===== src/rtl/multicycle_control.sv =====
// -----------------------------------------------------------------------------
// multicycle_control
//   Control FSM for a multicycle MIPS-subset datapath. Moore outputs derived
//   from the current state. There are two exceptions. pc_en in BRANCH follows the
//   ALU zero flag. illegal_op in DECODE follows the opcode and funct fields.
//
//   Optional feature: define MULTICYCLE_JUMP_EN to support the j instruction
//   (opcode 000010, state JUMP). When it is undefined, j is decoded as illegal.
//
// Ports
//   clk         in   rising-edge clock
//   reset       in   asynchronous, active-high reset
//   opcode[5:0] in   instruction[31:26], valid from DECODE onward
//   funct[5:0]  in   instruction[5:0]
//   zero        in   ALU zero flag
//   pc_en, iord, mem_read, mem_write, ir_write, mem_to_reg, reg_dst,
//   reg_write, alu_src_a, illegal_op             out  1-bit datapath controls
//   alu_src_b[1:0]  out  00 regB, 01 const 4, 10 sign-ext imm, 11 imm<<2
//   pc_source[1:0]  out  00 ALU result, 01 ALU-out register, 10 jump target
//   alu_op[2:0]     out  010 add, 110 sub, 000 and, 001 or, 111 slt
//   state[3:0]      out  current state, for debug
// -----------------------------------------------------------------------------
module multicycle_control (
  input  logic       clk,
  input  logic       reset,
  input  logic [5:0] opcode,
  input  logic [5:0] funct,
  input  logic       zero,
  output logic       pc_en,
  output logic       iord,
  output logic       mem_read,
  output logic       mem_write,
  output logic       ir_write,
  output logic       mem_to_reg,
  output logic       reg_dst,
  output logic       reg_write,
  output logic       alu_src_a,
  output logic       illegal_op,
  output logic [1:0] alu_src_b,
  output logic [1:0] pc_source,
  output logic [2:0] alu_op,
  output logic [3:0] state
);

  localparam logic [3:0] S_FETCH     = 4'd0;
  localparam logic [3:0] S_DECODE    = 4'd1;
  localparam logic [3:0] S_MEM_ADDR  = 4'd2;
  localparam logic [3:0] S_MEM_READ  = 4'd3;
  localparam logic [3:0] S_MEM_WB    = 4'd4;
  localparam logic [3:0] S_MEM_WRITE = 4'd5;
  localparam logic [3:0] S_EXECUTE   = 4'd6;
  localparam logic [3:0] S_R_WB      = 4'd7;
  localparam logic [3:0] S_BRANCH    = 4'd8;
  localparam logic [3:0] S_JUMP      = 4'd9;
  localparam logic [3:0] S_ADDI_EX   = 4'd10;
  localparam logic [3:0] S_ADDI_WB   = 4'd11;

  localparam logic [5:0] OP_RTYPE = 6'b000000;
  localparam logic [5:0] OP_LW    = 6'b100011;
  localparam logic [5:0] OP_SW    = 6'b101011;
  localparam logic [5:0] OP_BEQ   = 6'b000100;
  localparam logic [5:0] OP_ADDI  = 6'b001000;
  localparam logic [5:0] OP_J     = 6'b000010;

  localparam logic [2:0] ALU_ADD = 3'b010;
  localparam logic [2:0] ALU_SUB = 3'b110;
  localparam logic [2:0] ALU_AND = 3'b000;
  localparam logic [2:0] ALU_OR  = 3'b001;
  localparam logic [2:0] ALU_SLT = 3'b111;

  logic [3:0] state_q;
  logic [3:0] state_d;
  logic       funct_ok;
  logic [2:0] funct_alu_op;

  // NOTE: sequential state uses non-blocking assignment so every flop samples
  // the pre-edge value of its inputs, independent of block ordering.
  always_ff @(posedge clk or posedge reset) begin
    if (reset) state_q <= S_FETCH;
    else       state_q <= state_d;
  end

  assign state = state_q;

  // R-type function decode, shared by DECODE (legality) and EXECUTE (ALU code).
  always_comb begin
    funct_ok     = 1'b1;
    funct_alu_op = ALU_ADD;
    case (funct)
      6'b100000: funct_alu_op = ALU_ADD;
      6'b100010: funct_alu_op = ALU_SUB;
      6'b100100: funct_alu_op = ALU_AND;
      6'b100101: funct_alu_op = ALU_OR;
      6'b101010: funct_alu_op = ALU_SLT;
      default:   funct_ok     = 1'b0;
    endcase
  end

  // NOTE: every output and state_d gets a default before the case so that no
  // path leaves a value unassigned, which would otherwise infer a latch.
  always_comb begin
    state_d    = S_FETCH;
    pc_en      = 1'b0;
    iord       = 1'b0;
    mem_read   = 1'b0;
    mem_write  = 1'b0;
    ir_write   = 1'b0;
    mem_to_reg = 1'b0;
    reg_dst    = 1'b0;
    reg_write  = 1'b0;
    alu_src_a  = 1'b0;
    illegal_op = 1'b0;
    alu_src_b  = 2'b00;
    pc_source  = 2'b00;
    alu_op     = ALU_ADD;

    // Reset forces the idle output pattern combinationally, so outputs are
    // quiet while reset is held even before any clock edge.
    if (!reset) begin
      case (state_q)
        S_FETCH: begin
          mem_read  = 1'b1;
          ir_write  = 1'b1;
          alu_src_b = 2'b01;
          pc_en     = 1'b1;
          state_d   = S_DECODE;
        end
        S_DECODE: begin
          alu_src_b = 2'b11;
          case (opcode)
            OP_RTYPE: begin
              if (funct_ok) state_d    = S_EXECUTE;
              else          illegal_op = 1'b1;
            end
            OP_LW, OP_SW: state_d = S_MEM_ADDR;
            OP_BEQ:       state_d = S_BRANCH;
            OP_ADDI:      state_d = S_ADDI_EX;
`ifdef MULTICYCLE_JUMP_EN
            OP_J:         state_d = S_JUMP;
`else
            OP_J:         illegal_op = 1'b1;
`endif
            default:      illegal_op = 1'b1;
          endcase
        end
        S_MEM_ADDR: begin
          alu_src_a = 1'b1;
          alu_src_b = 2'b10;
          state_d   = (opcode == OP_SW) ? S_MEM_WRITE : S_MEM_READ;
        end
        S_MEM_READ: begin
          mem_read = 1'b1;
          iord     = 1'b1;
          state_d  = S_MEM_WB;
        end
        S_MEM_WB: begin
          reg_write  = 1'b1;
          mem_to_reg = 1'b1;
        end
        S_MEM_WRITE: begin
          mem_write = 1'b1;
          iord      = 1'b1;
        end
        S_EXECUTE: begin
          alu_src_a = 1'b1;
          alu_op    = funct_alu_op;
          state_d   = S_R_WB;
        end
        S_R_WB: begin
          reg_write = 1'b1;
          reg_dst   = 1'b1;
        end
        S_BRANCH: begin
          alu_src_a = 1'b1;
          alu_op    = ALU_SUB;
          pc_source = 2'b01;
          pc_en     = zero;
        end
`ifdef MULTICYCLE_JUMP_EN
        S_JUMP: begin
          pc_source = 2'b10;
          pc_en     = 1'b1;
        end
`else
        // Unreachable without the jump feature; idle outputs, back to FETCH.
        S_JUMP: state_d = S_FETCH;
`endif
        S_ADDI_EX: begin
          alu_src_a = 1'b1;
          alu_src_b = 2'b10;
          state_d   = S_ADDI_WB;
        end
        S_ADDI_WB: reg_write = 1'b1;
        default:   state_d   = S_FETCH;
      endcase
    end
  end

endmodule

===== config.mk =====
export PLATFORM = sky130hd
export DESIGN_NAME = multicycle_control
export DESIGN_NICKNAME = d
export VERILOG_FILES = /design/src/rtl/multicycle_control.sv
export SDC_FILE = /design/constraint.sdc
export NUM_CORES = 1
export LEC_CHECK = 0
export ABC_CLOCK_PERIOD_IN_PS = 2050
export CAP_MARGIN = 30
export CORE_MARGIN = 4
export CORE_UTILIZATION = 25
export DETAILED_ROUTE_END_ITERATION = 10
export PLACE_DENSITY_LB_ADDON = 0.25
export REMOVE_ABC_BUFFERS = 1
export SLEW_MARGIN = 20
export SYNTH_ARGS = -nofsm -noshare
export SYNTH_HDL_FRONTEND = slang
export SYNTH_SLANG_ARGS = --single-unit

===== constraint.sdc =====
create_clock -name clk -period 2.05 [get_ports clk]
set_input_delay 0.41 -clock clk [delete_from_list [all_inputs] [get_ports clk]]
set_output_delay 0.41 -clock clk [all_outputs]
set_load 0.005 [all_outputs]

Word-level counts from Yosys, hierarchy flattened. Index checks and enable logic that the tools add are counted.

Eq/ne operators: 19. Multiplexer cells: 35. Reductions and logical operators: 10.

Operator list (number): == test 6 bit, second input constant (7); case mux 4 bit (6 select lines) (1); two-way mux 1 bit (23); == test 4 x 3 -> 1 bit, second input constant (4); case mux 4 bit (4 select lines) (1); == test 4 bit, second input constant (3); case mux 3 bit (4 select lines) (1); two-way mux 3 bit (3); == test 4 x 2 -> 1 bit, second input constant (2); OR reduction 2 bit (4); OR reduction 4 bit (2); == test 6 x 3 -> 1 bit, second input constant (1); == test 6 x 4 -> 1 bit, second input constant (1); zero test 6 bit (1); case mux 2 bit (3 select lines) (1); case mux 3 bit (2 select lines) (1); OR reduction 5 bit (1); == test 4 x 1 -> 1 bit, second input constant (1); zero test 4 bit (1); two-way mux 4 bit (1); case mux 1 bit (2 select lines) (2); OR reduction 3 bit (1); two-way mux 2 bit (1).

Bits in registers: 4. Input bits: 15. Output and inout port bits: 21. Word-level logic and storage cells: 65.

Longest topological paths before layout.
Depth after elaboration: 7. Gate-level depth with buffers: 5.

Worst setup path after synthesis. No wires, ideal clock.

Kind: reg-to-output. Start: register state_q[3] (netlist: state[3]). End: output port alu_op[2]. Arrival time: 1282 ps. Data required time: 1640 ps. Slack: 358 ps. Stages on the path, launching flop included: 6. Buffers on the path: 1. Path through: dfrtp_1 -> buf_6 -> nor2_2 -> nand2_1 -> or3_1 -> o21bai_1.

Cells in the longest elaborated chain, start to end: 3.

Ends and longest elaborated chain: from (decl) (line 71) `logic [3:0] state_q;`; from (signal assigned) (line 80) `else state_q <= state_d;`; == test 4 bit / == test 4 x 3 -> 1 bit (equally long branches) (line 120) `case (state_q)`; case mux 3 bit (2 select lines) (*) (line 120); two-way mux 3 bit (*) (line 119) `if (!reset) begin`; to (decl) (line 41) `output logic [2:0] alu_op,`.

Every way passes the cells marked *; elsewhere a longest branch is shown, timed or not.

Worst setup path after layout.
Start: input port opcode[3]. End: output port illegal_op.

Cells in the longest elaborated chain, start to end: 5.

Ends and longest elaborated chain: from (decl) (line 26) `input logic [5:0] opcode,`; == test 6 bit, or another cell as far along (line 130) `case (opcode)`; OR reduction 4 bit (no source line); case mux 1 bit (2 select lines) (*) (line 130); two-way mux 1 bit (*) (line 120); two-way mux 1 bit (*) (line 119); to (decl) (line 38) `output logic illegal_op,`.

Marked as above.

==> reports/results.env <==
DESIGN_AREA_MM2=0.001255
LAYOUT-AREA-OVERHEAD-VS-SYNTH_PCT=110.3
POST-SYNTH-TOP-AREA-FRACTION_PCT=16.77
SYNTH-COMPOUND-AREA-SHARE_PCT=19.29
SYNTH_FA_HA_AREA_SHARE_PCT=0
NUMBER_OF_GLOBAL_ROUTE_VIAS_BEFORE_REPAIR=860
DIEWIDTH_UM=56.86
FLOORPLAN.DIE.HEIGHT_UM=56.86
SETUP.WORST_PATH.END_CLASS='primary output'
WORST-R2R-SETUP-SLACK_NS=0.70
COMBINATIONAL_FAMILY_WITH_THE_MOST_AREA_AFTER_SYNTHESIS='simple AND/OR/NAND/NOR gates'
POST_DRT_WL_PER_CELL_UM=12.44
LAYOUT.CORE_UTILIZATION_PCT=56.19
POST_CTS_CLOCK_SLEW_AT_THE_LAUNCH_AND_CAPTURE_REGISTERS_OF_THE_WORST_SETUP_AND_HOLD_PATHS_NS=0.04
SEQUENTIAL_SHARE_OF_THE_SYNTHESIZED_AREA_PCT=16.77
REPORT.FINAL.HOLD_VIOL_COUNT=0
FINAL_LAYOUT_SIZE_SUFFIX_GT1_SHARE_PCT=44.14
SLOWEST_DELAY_NS=0.47
GRT_PASS1_WL_UM=3346
SEQCELLAREA_UM2=100.1
POST_SYNTH_AND_OR_NAND_NOR_AREA_FRACTION_PCT=48.85
INITIAL_CORE_UTIL_PCT=26.72
YS.WARNINGS.COUNT=0
INSTANCE_AREA_AT_PLACEMENT_MM2=0.001126
TIMING.HOLD.WORST.CLASS='in -> async'
NETLIST.TOP_CELL.BY_AREA='dfrtp_1'
ROUTER_ITERATIONS_BEFORE_ANTENNA_REPAIR=4
WORST_PATH_MAX_DELAY_CELL='clkdlybuf4s50_1'
GRTUSAGETOTAL_PCT=12.44
CLOCK_POWER_SHARE_PCT=29.3
WORST_EP_REQUIRED_TIME_NS=1.64
WORST-SETUP-PATH-TYPE='in -> out'
DRT_WL_TOTAL_UM=2152
CELL_COUNT_AFTER_SYNTHESIS=82
MULTIINPUTGATEAREA_UM2=539.3
VIAS_PER_CELL=4.902
CRIT_CHAIN='clkdlybuf4s50_1, or3b_4, o32ai_4, nor3b_2, buf_2'
ARRIVAL_NS=1.61
PLACE_HPWL_UM=1649
ANTENNA_FOUND_INITIAL=0
VDD_IR_DROP_MAX_uV=458.5
DESIGN.CORE.AREA_MM2=0.002233
CTS_HTREE_LEVELS=1
POSTSYNTHREGISTERBITS=4
REMAINING_DRC_ERRORS=0
P_COMB_SHARE_PCT=44.7
ANTENNA_CELLS=0
CTS_MADE_BUFFERS=3
MAXCAPVIOLCOUNT=0
POST_SYNTHESIS_XOR_XNOR_AREA_FRACTION_PCT=4.403
ROWS=17
NUMBER_OF_FLIP_FLOPS_UNDER_THE_LARGEST_REGISTER_NAME=4
IOS=36
POST_SYNTH_MUX_AREA_SHARE_PCT=1.887
P_LEAK_uW=0.0005788
MIN_PERIOD_OVER_PERIOD_PCT=98.44
MIN_PERIOD_NS=2.018
AVGSYNTHCELLAREA_UM2=7.278
NUMPORTBUFFERS=34
FMAX_MHz=495.5
SYNTH.TOP_CELLS.BY_AREA='dfrtp_1 (17%), nor2_1 (6.9%), nand2_1 (5.0%), nand2b_1 (4.2%), nor3_1 (4.2%)'
GRT_OVERFLOW=0
CLOCK_PATH_BUFFERS=2
FINAL-MAX-SLEW-VIOLATION-COUNT=0
CLOCK-SINKS=4
CTS_HOLD_BUFFERS=0
P_SW_uW=90.71
ROUTE.ANTENNA.REMAINING_NETS=0
SYNTH_CELL_TYPE_COUNT=41
CRIT_FANOUT=2
INITIALDRTVIOLATIONCOUNT=9
CELLPOWERDENSITY_mW_PER_MM2=254.1
CRITPATHLAUNCHTYPE='input pin'
VIAS=848
CLOCK_LATENCY_NS=0.23
NETLIST_AREA_UM2=596.8
GP_ROUTABILITY_CONGESTION=0.8073
CRITICAL_PATH_LAUNCH_POINT='opcode[3]'
NNETSFINAL=162
DIE_AREA_MM2=0.003233
NETSWITCHINGFRACTION_PCT=28.45
PORTION_OF_TOTAL_POWER_ATTRIBUTED_TO_SEQUENTIAL_CELLS_PCT=26.0
SETUP_VIOL=0
CTS_TREE='done'
CELL_INTERNAL_PWR_uW=228.1
CLOCK_TREE_ROOT='clkbuf_4'
LAYOUT.FILLER_CELLS=234
R2R_START='state[1]'
PIN_COUNT_OF_THE_BIGGEST_NET_ENTERING_GLOBAL_ROUTING=11
FINAL.HOLD.WORST_SLACK_NS=0.6544
FINCLKSKEW_NS=0.0006465
OUTCOME='complete, no violations'
-- area by class of cell --
| class | count | area share [%] |
|---|---|---|
| Clock buffer | 3 | 1.795 |
| Inverter | 2 | 0.5982 |
| Multi-Input combinational cell | 69 | 42.97 |
| Sequential cell | 4 | 7.976 |
| Tap cell | 28 | 2.792 |
| Timing Repair Buffer | 67 | 43.87 |
-- path summary, 6_finish.rpt --
path                               to  cells past startpoint
setup reg to reg             state[2]                      6
min in group clk             state[0]                      2
setup / recovery           illegal_op                      5
max in group asynchronous    state[0]                      5
hold / removal               state[1]                      5
hold reg to reg              state[0]                      2
-- layout by cell type (no fill, tap or decap), types with 3 or more instances in the layout --
| cell | synthesis | routed |
|---|---|---|
| dlygate4sd2_1 | 0 | 20 |
| nor2_1 | 11 | 9 |
| buf_4 | 1 | 31 |
| clkbuf_4 | 0 | 3 |
| nand3_1 | 4 | 4 |
| nor2_2 | 2 | 3 |
| nand2_1 | 8 | 7 |
| dfrtp_1 | 4 | 4 |
| a21oi_1 | 3 | 3 |
| nand2b_1 | 4 | 3 |
| buf_2 | 3 | 3 |
| clkdlybuf4s50_1 | 0 | 10 |
-- cells in the mapped netlist --
cell type  count
a211oi_1       2
or3_4          1
xnor2_1        1
nor4_1         1
dfrtp_1        4
mux2_1         1
a2111oi_0      1
a221oi_2       1
buf_2          3
nor2_2         2
or3b_2         1
or3_1          1
nor3_1         5
nor4_2         1
or3b_4         1
nor3b_1        1
nand2_1        8
buf_4          1
conb_1         1
and3_1         1
nor2b_1        2
xor2_1         2
buf_6          1
nor4b_4        1
nor2_1        11
inv_1          2
nand4b_1       1
o21ai_2        1
o22a_1         1
a21oi_1        3
o21ai_0        1
nor3_2         1
or2_1          1
clkbuf_1       2
nand3_1        4
o21bai_1       1
or2_2          1
a31oi_1        1
nand2b_1       4
o32ai_1        2
a21o_1         1
-- through the flow --
step / setup WS, ns / setup TNS, ns / cells / power [µW]
4_1_cts: 0.004582 / 0 / 171 / 314.6
2_1_floorplan: 0.2928 / 0 / 75 / 124.2
6_report: 0.03189 / 0 / 173 / 318.8
3_5_place_dp: -0.4866 / -4.015 / 163 / 213.3
3_3_place_gp: -0.4985 / -3.810 / 163 / 210.9
5_1_grt: -0.02360 / -0.02754 / 173 / 344.2
-- repair_timing --
action	4_1_cts	5_1_grt
endpoints found under the setup margin	16	6
pin swaps	7	9
setup buffers	5	2
resized for setup	48	10
endpoints found under the hold margin	0	0
-- kinds of logic after synthesis --
family,count (synthesis)
AND/OR/NAND/NOR,49
flip-flops,4
XOR/XNOR,3
multiplexers,1
buffers and inverters,9
other,1
AO/OA/AOI/OAI,15
-- worst max-delay path, delay by kind of cell --
| family | cells | cell delay (ns) |
|---|---|---|
| buf+inv | 2 | 0.60 |
| simple gates | 2 | 0.47 |
| compound gates | 1 | 0.13 |
-- per-layer routing --
layer | part of all wire [%] | global-route usage, %
met5 | 0 | 0
met1 | 38 | 12.84
met2 | 56 | 25.25
met3 | 4.1 | 2.069
met4 | 1.6 | 2.980
-- power groups by stage --
| stage | sequential (µW) | clock [µW] | combinational, µW |
|---|---|---|---|
| CTS | 82.8 | 98.2 | 134 |
| floorplan | 86.4 | 0 | 37.8 |
| global placement | 83.9 | 0 | 127 |
| detailed placement | 83.8 | 0 | 129 |
| finish | 82.9 | 93.5 | 142 |
| global route | 83.1 | 106 | 155 |
No activity file was read; power rests on OpenSTA's default activity.
==> patch (same settings) <==
Make the reset (`reset`) synchronous in one clocked block. Comments in the files are not updated.
--- a/src/rtl/multicycle_control.sv
+++ b/src/rtl/multicycle_control.sv
@@ -75,7 +75,7 @@
 
   // NOTE: sequential state uses non-blocking assignment so every flop samples
   // the pre-edge value of its inputs, independent of block ordering.
-  always_ff @(posedge clk or posedge reset) begin
+  always_ff @(posedge clk) begin
     if (reset) state_q <= S_FETCH;
     else       state_q <= state_d;
   end
Behaviour: differs if reset is asserted again (counterexample within 4 cycles, from zero or initial values and one cycle with reset high); with reset held inactive, the same outputs for 10 cycles.
==> patch against the original RTL <==
  * Design area fell by 6.2%
  * Sequential power grew 1%
  * Worst hold slack worse by 0.061 ns
  * Total power down 1.7%
  * Synthesized area shrank 12%
  * Core utilization up 3.2 points
  * Sequential cell count stayed put
  * Worst setup slack worse by 0.016 ns
  * Global-route usage up 0.90 points
  * Clock skew increased by 0.00094 ns
  * Count of clock-buffer cells in the layout stayed put
  * Routed wire length fell by 4.7%
  * Critical path type unchanged
==> patch: results (changes against the original RTL) <==
| Metric | Value |
|---|---|
| Status | complete, no violations (unchanged) |
| Power per Cell Area | 266.3 mW/mm2 (was 254.1 mW/mm2) |
| Met1 Usage GRT | 15.16% (was 12.84%) |
| Grt met3 use | 1.108% (was 2.069%) |
| Worst Setup SP | funct[3] (was opcode[3]) |
| Post-DP HPWL | 1458 um (was 1649 um) |
| Non-Filler Instances | 163 (was 173) |
| Min-Delay Path Class | reg -> reg (was in -> async) |
| Clock Skews | 0.001588 ns (was 0.0006465 ns) |
| Asr flop ratio synth | 0% (was 100.0%) |
| Sw Share | 29.63% (was 28.45%) |
| Drt first-iter violations | 14 (was 9) |
| Post-DP Area | 0.001013 mm2 (was 0.001126 mm2) |
| Met1 WL | 880 um (was 816 um) |
| Worst IR drop on VDD | 0.1678 mV (was 0.4585 mV) |
| Synth top area share | 15.20% (was 16.77%) |
| Largest cells by area after synthesis | dfxtp_1 15%, nor2_1 7.8%, nor3_1 6.7%, a21oi_1 5.7%, nand2_1 5.7% (was dfrtp_1 17%, nor2_1 6.9%, nand2_1 5.0%, nand2b_1 4.2%, nor3_1 4.2%) |
| Mapped Cells | 80 (was 82) |
| Worst reg2reg startpoint | state[2]$_SDFF_PP0_ (was state[1]$_DFF_PP0_) |
| Worst slack at placement | -0.6617 ns (was -0.4866 ns) |
| Sequential area share after synthesis | 15.20% (was 16.77%) |
| Met2 GRT Util | 24.80% (was 25.25%) |
| Commonest cells post-synth | 11 x nor2_1, 8 x nand2_1, 7 x nor3_1, 6 x a21oi_1, 4 x dfxtp_1 (was 11 x nor2_1, 8 x nand2_1, 5 x nor3_1) |
| Crit-path max cell delay | 0.44 ns (was 0.47 ns) |
| Metal2 WL | 1090 um (was 1212 um) |
| Slew Viols, Final | 0 (unchanged) |
| Seq. pwr | 0.0000838 W (was 0.0000829 W) |
| Max Used Layer | met3 (was met4) |
| Placed Cells incl. Taps | 154 (was 163) |
| GPL Wtd Cong | 0.7495 (was 0.8073) |
| Gr usage total | 13.34% (was 12.44%) |
| Ys flop type | dfxtp_1 (was dfrtp_1) |
| Met3 wire len | 79 um (was 88 um) |
| First-pass GRT wire length | 2911 um (was 3346 um) |
| Clock power share | 31.0% (was 29.3%) |
| Post-Route WL | 2050 um (was 2152 um) |
| Synth Area in Compound Gates | 18.76% (was 19.29%) |
| Static Leak | 0.6073 nW (was 0.5788 nW) |
| Share of layout cells above drive strength 1 | 37.50% (was 44.14%) |
| PortBufs | 34 (unchanged) |
==> patch: worst paths after layout <==
path | slack (ns) | cells past startpoint | to
max | 0.02 | 6 | illegal_op
min | 0.59 | 3 | state[2]$_SDFF_PP0_
max reg2reg | 0.84 | 6 | state[1]$_SDFF_PP0_
min reg2reg | 0.59 | 3 | state[2]$_SDFF_PP0_
==> patch: cells by family (layout without fill, tap and decap cells) <==
kind of cell,after synthesis,after routing
flops,4,4
simple gates,50,50
buf+inv,6,62
xor+xnor,3,3
mux,1,1
compound gates,15,15
other cells,1,1
==> patch: timing repair <==
| action | in CTS | in global routing |
|---|---|---|
| buffers inserted | 5 | 1 |
| gates resized for setup | 39 | 22 |
| pin swaps | 7 | 6 |
| setup endpoints to repair | 16 | 11 |
| hold endpoints to repair | 0 | 0 |
==> patch: area by class of cell <==
class / count / area, um2
fillers: 174 / 804.5
repair buffers: 59 / 530.5
multi-input cells: 70 / 509.2
flip-flops and latches: 4 / 81.33
well taps: 27 / 33.78
clock buffers: 3 / 22.52
